===== src/rtl/tetris_grid_render.sv =====
`timescale 1ns/1ps
// -----------------------------------------------------------------------------
// tetris_grid_render
//
// Reader side of the playfield grid. Scans a VGA raster, maps each pixel that
// falls inside the grid window to a 16x16 cell of the 22x10 colour grid, and
// produces RGB444 with aligned sync and data-enable. The grid is copied into a
// shadow register once per frame, at the first pixel of vertical blanking, so
// a frame is always drawn from one consistent snapshot.
//
// Ports:
//   clk         system clock
//   rst         synchronous active-high reset (independent of pix_en)
//   pix_en      pixel strobe; all state advances only when high
//   grid        playfield, [row][col][code], row 0 top, col 0 left
//   hsync       horizontal sync, active low
//   vsync       vertical sync, active low
//   de          display enable, high in the active area
//   red/green/blue  4-bit colour components
//   frame_tick  one-clk pulse on the cycle the snapshot is taken
//
// Pipeline: counters (stage 0) -> cell lookup (stage 1) -> colour (stage 2).
// A counter value reaches the pins two pix_en ticks later.
// -----------------------------------------------------------------------------
module tetris_grid_render #(
    parameter int H_ACTIVE  = 640,
    parameter int H_FP      = 16,
    parameter int H_SYNC    = 96,
    parameter int H_BP      = 48,
    parameter int V_ACTIVE  = 480,
    parameter int V_FP      = 10,
    parameter int V_SYNC    = 2,
    parameter int V_BP      = 33,
    parameter int CELL_LOG2 = 4,
    parameter int X_ORG     = 240,
    parameter int Y_ORG     = 64
) (
    input  logic                  clk,
    input  logic                  rst,
    input  logic                  pix_en,
    input  logic [21:0][9:0][2:0] grid,
    output logic                  hsync,
    output logic                  vsync,
    output logic                  de,
    output logic [3:0]            red,
    output logic [3:0]            green,
    output logic [3:0]            blue,
    output logic                  frame_tick
);

    localparam int HT     = H_ACTIVE + H_FP + H_SYNC + H_BP;
    localparam int VT     = V_ACTIVE + V_FP + V_SYNC + V_BP;
    localparam int GRID_W = 10 << CELL_LOG2;
    localparam int GRID_H = 22 << CELL_LOG2;
    localparam logic [9:0] CELL_MASK = 10'((1 << CELL_LOG2) - 1);

    typedef logic [21:0][9:0][2:0] grid_t;

    function automatic logic [11:0] palette(input logic [2:0] code);
        case (code)
            3'd0:    palette = 12'h000;
            3'd1:    palette = 12'h0FF;
            3'd2:    palette = 12'hFF0;
            3'd3:    palette = 12'hA0F;
            3'd4:    palette = 12'h0F0;
            3'd5:    palette = 12'hF00;
            3'd6:    palette = 12'h00F;
            default: palette = 12'hF80;
        endcase
    endfunction

    // Stage 0: raster counters and the shadow grid.
    logic [9:0] h_q, h_d, v_q, v_d;
    grid_t      shadow_q;

    // Stage 0 decode.
    logic       snap, de_raw, hs_raw, vs_raw, in_grid, cell_edge;
    logic [9:0] h_off, v_off;
    logic [3:0] col;
    logic [4:0] row;
    logic [2:0] code;

    // Stage 1. Sync flags are kept active-high inside so every pipeline
    // register clears to 0 and the pins still idle high during reset.
    logic [2:0] code_q;
    logic       in_grid_q, edge_q, de1_q, hs1_q, vs1_q;

    // Stage 2.
    logic [11:0] rgb_q, rgb_d;
    logic        de2_q, hs2_q, vs2_q;

    always_comb begin
        // NOTE: every output of a combinational block gets a default first, so
        // no path leaves it unassigned and no latch is inferred.
        h_d = h_q + 10'd1;
        v_d = v_q;
        if (h_q == 10'(HT - 1)) begin
            h_d = '0;
            v_d = (v_q == 10'(VT - 1)) ? '0 : v_q + 10'd1;
        end
    end

    assign snap       = pix_en && (h_q == '0) && (v_q == 10'(V_ACTIVE));
    assign frame_tick = snap && !rst;

    assign de_raw = (h_q < 10'(H_ACTIVE)) && (v_q < 10'(V_ACTIVE));
    assign hs_raw = (h_q >= 10'(H_ACTIVE + H_FP)) && (h_q < 10'(H_ACTIVE + H_FP + H_SYNC));
    assign vs_raw = (v_q >= 10'(V_ACTIVE + V_FP)) && (v_q < 10'(V_ACTIVE + V_FP + V_SYNC));

    assign in_grid = (h_q >= 10'(X_ORG)) && (h_q < 10'(X_ORG + GRID_W)) &&
                     (v_q >= 10'(Y_ORG)) && (v_q < 10'(Y_ORG + GRID_H));

    // Offsets are forced to 0 outside the window so the lookup index never
    // comes from an underflowed subtraction.
    assign h_off = in_grid ? h_q - 10'(X_ORG) : '0;
    assign v_off = in_grid ? v_q - 10'(Y_ORG) : '0;
    assign col   = 4'(h_off >> CELL_LOG2);
    assign row   = 5'(v_off >> CELL_LOG2);
    assign code  = shadow_q[row][col];

    // Last pixel column or last line of a cell.
    assign cell_edge = in_grid && (((h_off & CELL_MASK) == CELL_MASK) ||
                                   ((v_off & CELL_MASK) == CELL_MASK));

    always_comb begin
        rgb_d = 12'h000;
        if (de1_q) begin
            if (!in_grid_q)
                rgb_d = 12'h111;
            else if ((code_q == 3'd0) && edge_q)
                rgb_d = 12'h333;
            else
                rgb_d = palette(code_q);
        end
    end

    // NOTE: sequential state uses non-blocking assignments only, so every
    // register samples the pre-edge value of every other register.
    always_ff @(posedge clk) begin
        if (rst) begin
            h_q       <= '0;
            v_q       <= '0;
            // NOTE: the shadow grid is reset as well: after reset the first
            // frame must render as an empty playfield, not stale contents.
            shadow_q  <= '0;
            code_q    <= '0;
            in_grid_q <= 1'b0;
            edge_q    <= 1'b0;
            de1_q     <= 1'b0;
            hs1_q     <= 1'b0;
            vs1_q     <= 1'b0;
            rgb_q     <= '0;
            de2_q     <= 1'b0;
            hs2_q     <= 1'b0;
            vs2_q     <= 1'b0;
        end else if (pix_en) begin
            h_q       <= h_d;
            v_q       <= v_d;
            // Stage 1 below reads shadow_q, so on the snapshot tick it still
            // sees the previous frame's copy.
            if (snap)
                shadow_q <= grid;
            code_q    <= code;
            in_grid_q <= in_grid;
            edge_q    <= cell_edge;
            de1_q     <= de_raw;
            hs1_q     <= hs_raw;
            vs1_q     <= vs_raw;
            rgb_q     <= rgb_d;
            de2_q     <= de1_q;
            hs2_q     <= hs1_q;
            vs2_q     <= vs1_q;
        end
    end

    assign hsync = ~hs2_q;
    assign vsync = ~vs2_q;
    assign de    = de2_q;
    assign red   = rgb_q[11:8];
    assign green = rgb_q[7:4];
    assign blue  = rgb_q[3:0];

endmodule


===== config.mk =====
export PLATFORM = sky130hd
export DESIGN_NAME = tetris_grid_render
export DESIGN_NICKNAME = d
export VERILOG_FILES = /design/src/rtl/tetris_grid_render.sv
export SDC_FILE = /design/constraint.sdc
export NUM_CORES = 2
export LEC_CHECK = 0
export BUFFER_PORTS_ARGS = -buffer_cell sky130_fd_sc_hd__buf_2
export CAP_MARGIN = 10
export CORE_AREA = 5 5 262 264
export DETAILED_ROUTE_END_ITERATION = 16
export DIE_AREA = 0 0 267 269
export PLACE_DENSITY = 0.7
export SLEW_MARGIN = 20
export SYNTH_ARGS = -nofsm -noshare
export SYNTH_HDL_FRONTEND = slang
export SYNTH_SLANG_ARGS = --single-unit

===== constraint.sdc =====
create_clock -name clk -period 4.3 [get_ports clk]
set_clock_uncertainty 0.15 [all_clocks]
set_input_delay 0 -clock clk [delete_from_list [all_inputs] [get_ports clk]]
set_output_delay 0 -clock clk [all_outputs]
set_load 0.03 [all_outputs]

==> Yosys cells after proc, flatten, opt, wreduce, memory -nomap -nowiden <==
Cells that the tools add are included.
{ "totals": {"mem_count": 0, "out_inout_bits": 16, "ramBits": 0, "mem_bits_ro": 0, "ff_bits": 703, "latch_bits": 0} }
{ "classes": {"muxes": 12, "n_div": 0, "order_cmp": 12, "n_shift": 0, "bitwise_logic": 2, "mul": 0, "n_addsub": 4, "eq_ne": 11, "reduce_logical": 17} }
{ "ops": {"columns": ["operator", "n"], "rows": [
  ["binary-select mux 30 bit (select 5 bit)", 1],
  ["case mux 12 bit (7 select lines)", 1],
  ["< comparator 10 x 9 -> 1 bit (second input constant)", 4],
  ["2-to-1 mux 12 bit", 3],
  ["2-to-1 mux 30 bit", 1],
  ["adder 10 x 1 -> 10 bit (second input constant)", 2],
  ["== test 10 bit (second input constant)", 2],
  ["< comparator 10 bit (second input constant)", 2],
  ["2-to-1 mux 10 bit", 2],
  ["binary-select mux 3 bit (select 4 bit)", 1],
  ["logical AND 1 bit", 11],
  ["== test 10 x 9 -> 1 bit (second input constant)", 1],
  [">= comparator 10 bit (second input constant)", 1],
  [">= comparator 10 x 7 -> 1 bit (second input constant)", 1],
  [">= comparator 10 x 8 -> 1 bit (second input constant)", 1],
  [">= comparator 10 x 9 -> 1 bit (second input constant)", 1],
  ["zero test 10 bit", 1],
  ["== test 3 bit (second input constant)", 3],
  ["2-to-1 mux 9 bit", 1],
  ["subtractor 9 x 7 -> 9 bit (second input constant)", 1],
  ["== test 4 bit (second input constant)", 2],
  ["2-to-1 mux 8 bit", 1],
  ["subtractor 8 bit (second input constant)", 1],
  ["== test 3 x 2 -> 1 bit (second input constant)", 2],
  ["other kinds (9)", 11]
]} }

==> Longest topological paths before layout <==
{ "depth": {"ltp_word": 9, "ltp_mapped": 16} }

==> Worst setup path before layout <==
OpenSTA, ideal clock, no wires.
{ "synth_timing": {"path_kind": "reg-to-reg", "from": "register v_q[6]", "to": "register code_q[2]", "stages_incl_launch_ff": 15, "required_time_ns": 4.013, "arrival_ns": 3.155, "n_path_buf": 4, "path_slack_ns": 0.858, "path_cell_list": "dfxtp_1 inv_1 clkbuf_1 ha_1 or3b_1 buf_2 a31o_2 clkbuf_1 nand4_1 buf_4 o22ai_1 or4_1 a32o_1 a211oi_1 o221ai_1"} }
{ "synth_via": {"elab_chain_len": 8, "word_cells_on_any_way": 11} }
{ "synth_lines": {"columns": ["element", "line", "source"], "rows": [
  ["from (decl)", "73", "logic [9:0] h_q, h_d, v_q, v_d;"],
  ["from (signal assigned)", "158", "v_q <= v_d;"],
  [">= comparator 10 x 7 -> 1 bit", "111", "(v_q >= 10'(Y_ORG)) && (v_q < 10'(Y_ORG + GRID_H));"],
  ["logical AND 1 bit", "110", "assign in_grid = (h_q >= 10'(X_ORG)) && (h_q < 10'(X_ORG + GRID_W)) &&"],
  ["logical AND 1 bit", "111", null],
  ["2-to-1 mux 9 bit", "116", "assign v_off = in_grid ? v_q - 10'(Y_ORG) : '0;"],
  ["binary-select mux 30 bit (select 5 bit)", "119", "assign code = shadow_q[row][col];"],
  ["2-to-1 mux 30 bit (implied by the code)", "119", null],
  ["binary-select mux 3 bit (select 4 bit) *", "119", null],
  ["2-to-1 mux 3 bit (implied by the code) *", "119", null],
  ["to (signal assigned)", "163", "code_q <= code;"],
  ["to (decl)", "85", "logic [2:0] code_q;"]
]} }
Mark *: on every way between the ends. The rest lies on a longest branch, timed or not. The select of a mux whose other input is x is not followed.
A chain may end at the register's enable or synchronous reset.

==> Worst setup path in the final report <==
{ "layout_timing": {"from": "register v_q[4]", "to": "register shadow_q[412] in the netlist's numbering"} }
{ "layout_via": {"elab_chain_len": 3} }
{ "layout_lines": {"columns": ["element", "line", "source"], "rows": [
  ["== test 10 x 9 -> 1 bit", "103", "assign snap = pix_en && (h_q == '0) && (v_q == 10'(V_ACTIVE));"],
  ["logical AND 1 bit", "103", null],
  ["AND reduction 2 bit (no line)", null, null],
  ["to (signal assigned)", "162", "shadow_q <= grid;"],
  ["to (decl)", "74", "grid_t shadow_q;"]
]} }
No other way between the ends.

==> run_results.csv <==
group,metric,value,unit
grt,grt_busiest_layer,"met2",
synth,synth-main-ff-cell,"dfxtp_1",
worst_setup_path,worstPathArrival,4.60,ns
synth,synthAdderAreaFrac,0.00530,
worst_setup_path,crit_chain,"buf_12, inv_1, buf_4, nand2_1, nor4_1, buf_4, and3_4, buf_4, nand2_1, a21oi_1, dlygate4sd3_1",
detailed_routing,wl_per_cell,25.7,um
sta,drv_slew,0,
synth,syn_inst,4001,
detailed_routing,ant_nets,0,
synth,synth_cell_types,76,
worst_setup_path,r2r-end,"shadow_q[412]",
die,coreArea,66300,sq um
worst_setup_path,r2r_cells,11,
worst_setup_path,startpoint,"v_q[4]",
worst_setup_path,path_depth,11,
die,dieHeight,269,um
die,rows,95,
grt,overflow,0,
layout,seq_area,14100,sq um
detailed_routing,num_vias,38343,
synth,synth_simple_gate_area_share,0.216,
clock_tree,clkTransAtPathRegs,0.06,ns
synth,synthMuxAreaShare,0.0656,
layout,multi_input_area,15300,sq um
worst_setup_path,critPathMaxFanout,93,
die,start_util,0.463,
sta,timing.final.crit_share,0.973,
synth,ys_seq_area_frac,0.458,
synth,syn_area_per_cell,7.67,sq um
synth,synth_edf_count,0,
power,power_density,323,nW/um^2
synth,synth_compound_area_frac,0.203,
layout,final_common_cell,"nand2_1",
sta,fin_tns_setup,0,ns
grt,met2_usage,0.645,
grt,antenna_found_initial,27,
power,leakage,16.9,nW
worst_setup_path,end_kind,"flop",
die,dieArea,71800,sq um
synth,yosysTopAreaCell,"dfxtp_1",
detailed_routing,wirelength,162,mm
place,place_area,35000,sq um
synth,yosysWarnings,0,
worst_setup_path,required,4.71,ns
layout,postLayoutCoreUtil,0.691,
grt,grt_usage,0.428,
worst_setup_path,startpoint_type,"flop",
layout,final_nets,6008,
sta,rsz0062_at_grt,"false",
layout,fillers,4849,
clock_tree,h-tree-depth,3,
grt,grt_pass1_wl,235,mm
sta,max_freq,239,MHz
detailed_routing,drcViolationCount,0,
worst_setup_path,critPathTopFamily,"buffers and inverters",
clock_tree,ctsRootBufferMaster,"clkbuf_16",
place,portBuffers,678,
sta,fin_crit,4.19,ns
place,gp_congestion,0.979,
clock_tree,clkSinkCount,702,
sta,hold_violations,0,
place,hpwl,96.5,mm
synth,ys_async_sr_fraction,0,
worst_setup_path,critPathKind,"flop to flop",
detailed_routing,vias_per_cell,6.10,
sta,setup_viol,0,
clock_tree,clk_latency,0.63,ns
sta,worst_pin_slew,0.980,ns
grt,grt_use_met3,0.135,
worst_setup_path,r2r_start,"v_q[4]",
sta,slew_headroom,0.342,
worst_setup_path,crit_path_end,"shadow_q[412]",
power,power,14.8,mW
sta,hold_ws,0.0180,ns
run,maxCapViolCount,0,
worst_setup_path,cp_common_cell,"buf_4",
worst_setup_path,critPathMaxStageDelay,0.61,ns
outcome,status,"completed",
synth,syn_area,30700,sq um
synth,synth.top_cells.by_area,"dfxtp_1, nand2_1, a21oi_1",
layout,layout_common_cells,"nand2_1, dlygate4sd3_1, a21oi_1, dfxtp_1, buf_2",
worst_setup_path,cp_num_buf_inv,6,
detailed_routing,drt_iter0_drc,5587,
min_path,hold_class,"primary input to flop",
clock_tree,numCtsBuffers,76,
detailed_routing,firstDrtPassIters,7,
synth,synth_nets,4677,
worst_setup_path,r2r_slack,0.11,ns
clock_tree,clockBufferDepth,3,
grt,grt_max_degree,149,
layout,syn2layout_area_growth,49.3,%
synth,synth_top_family_by_area,"simple AND/OR/NAND/NOR gates",
synth,synth_top_area_frac,0.458,
clock_tree,cts_tree,"yes",
grt,grt.met1_usage,0.526,
synth,synthXorXnorAreaFrac,0.00599,
die,ioPinCount,679,
worst_setup_path,cpMaxStageDelayCell,"dlygate4sd3_1",
layout,drive_above_1_share,0.183,
layout,fin_area,45800,sq um
die,die_w,267,um
power,vdd_drop_max,0.265,mV
synth,ys_ff_latch,702,
grt,first_global_vias,37401,
-- cells in the mapped netlist (all sizes together), types with 5 or more instances --
master,n
o21ai,63
o2111ai,7
o22ai,45
a311oi,7
dfxtp,702
ha,13
o32ai,7
a22oi,12
xor2,7
o221ai,14
nand4,16
o31ai,6
nor2,68
and2,5
nand3,38
o211ai,19
nand2b,8
buf,70
or4,5
a221oi,33
or2,5
a32oi,5
a221o,9
mux2i,147
xnor2,14
a31oi,18
nor4,15
o311ai,9
or3,12
a211o,8
nor2b,7
and3,8
nand2,1430
nor3,24
a211oi,40
inv,22
a21oi,731
clkbuf,263
mux2,24
a2111oi,7
mux4,12
-- cells by family (layout without fill, tap and decap cells) --
group           count (synthesis)  count (layout)
compound gates               1073            1073
xor+xnor                       21              21
fa+ha+maj                      13              13
buf+inv                       355            1747
flops                         702             702
mux                           183             183
other cells                     0              24
simple gates                 1654            1654
-- final cells by class --
class | instances | area share
timing repair buffer | 1586 | 0.272
clock buffer | 112 | 0.0493
antenna | 24 | 0.00131
clock inverter | 27 | 0.0100
multi-input combinational | 2944 | 0.335
sequential | 702 | 0.307
inverter | 22 | 0.00180
tap | 873 | 0.0238
-- worst register-to-register path: cells and delay by family (launching register included) --
| family | cells | cell delay, ns |
|---|---|---|
| buffers and inverters | 6 | 1.97 |
| AOI/OAI and AO/OA | 1 | 0.26 |
| DFF | 1 | 0.35 |
| and+or+nand+nor | 4 | 1.39 |
-- metrics by stage --
stage,setup WS [ns],instances
2_1_floorplan,0.858,4001
3_3_place_gp,0.389,5327
3_5_place_dp,0.332,5327
4_1_cts,0.295,6266
5_1_grt,0.0136,6280
6_report,0.115,6290
-- power by group --
part / internal (mW) / total [mW] / switching [mW]
clock: 4.32 / 7.17 / 2.85
sequential: 6.51 / 6.51 / 0.00515
combinational: 0.659 / 1.12 / 0.460
-- per-layer routing --
layer  vias to the layer above  share of wire
met3                       948           0.12
li1                      16385              -
met1                     17947           0.36
met2                      3053           0.44
met4                        10          0.081
met5                         -        0.00036
-- state kept, by name, indices dropped and copies added (netlist names) --
| register | count |
|---|---|
| code_q | 3 |
| de | 1 |
| de1_q | 1 |
| edge_q | 1 |
| h_q | 10 |
| hs1_q | 1 |
| hs2_q | 1 |
| in_grid_q | 1 |
| rgb_q | 11 |
| shadow_q | 660 |
| v_q | 10 |
| vs1_q | 1 |
| vs2_q | 1 |
-- worst min path at each step --
| stage | from | end | slack, ns | cells after the start |
|---|---|---|---|---|
| after floorplan | grid[0] | shadow_q[0] | -0.01 | 2 |
| after global placement | grid[643] | shadow_q[643] | 0.1 | 3 |
| after detailed placement | grid[68] | shadow_q[68] | 0.1 | 3 |
| after CTS | grid[236] | shadow_q[236] | 0.0003 | 4 |
| after global routing | grid[546] | shadow_q[546] | 0.03 | 4 |
| final | grid[344] | shadow_q[344] | 0.02 | 4 |
-- repair_timing --
action,CTS,global route
endpoints found under the setup margin,0,1
buffers inserted,0,0
resized for setup,0,1
hold buffers,800,0
hold endpoints to repair,687,0
Power figures use the tool's default switching activity.
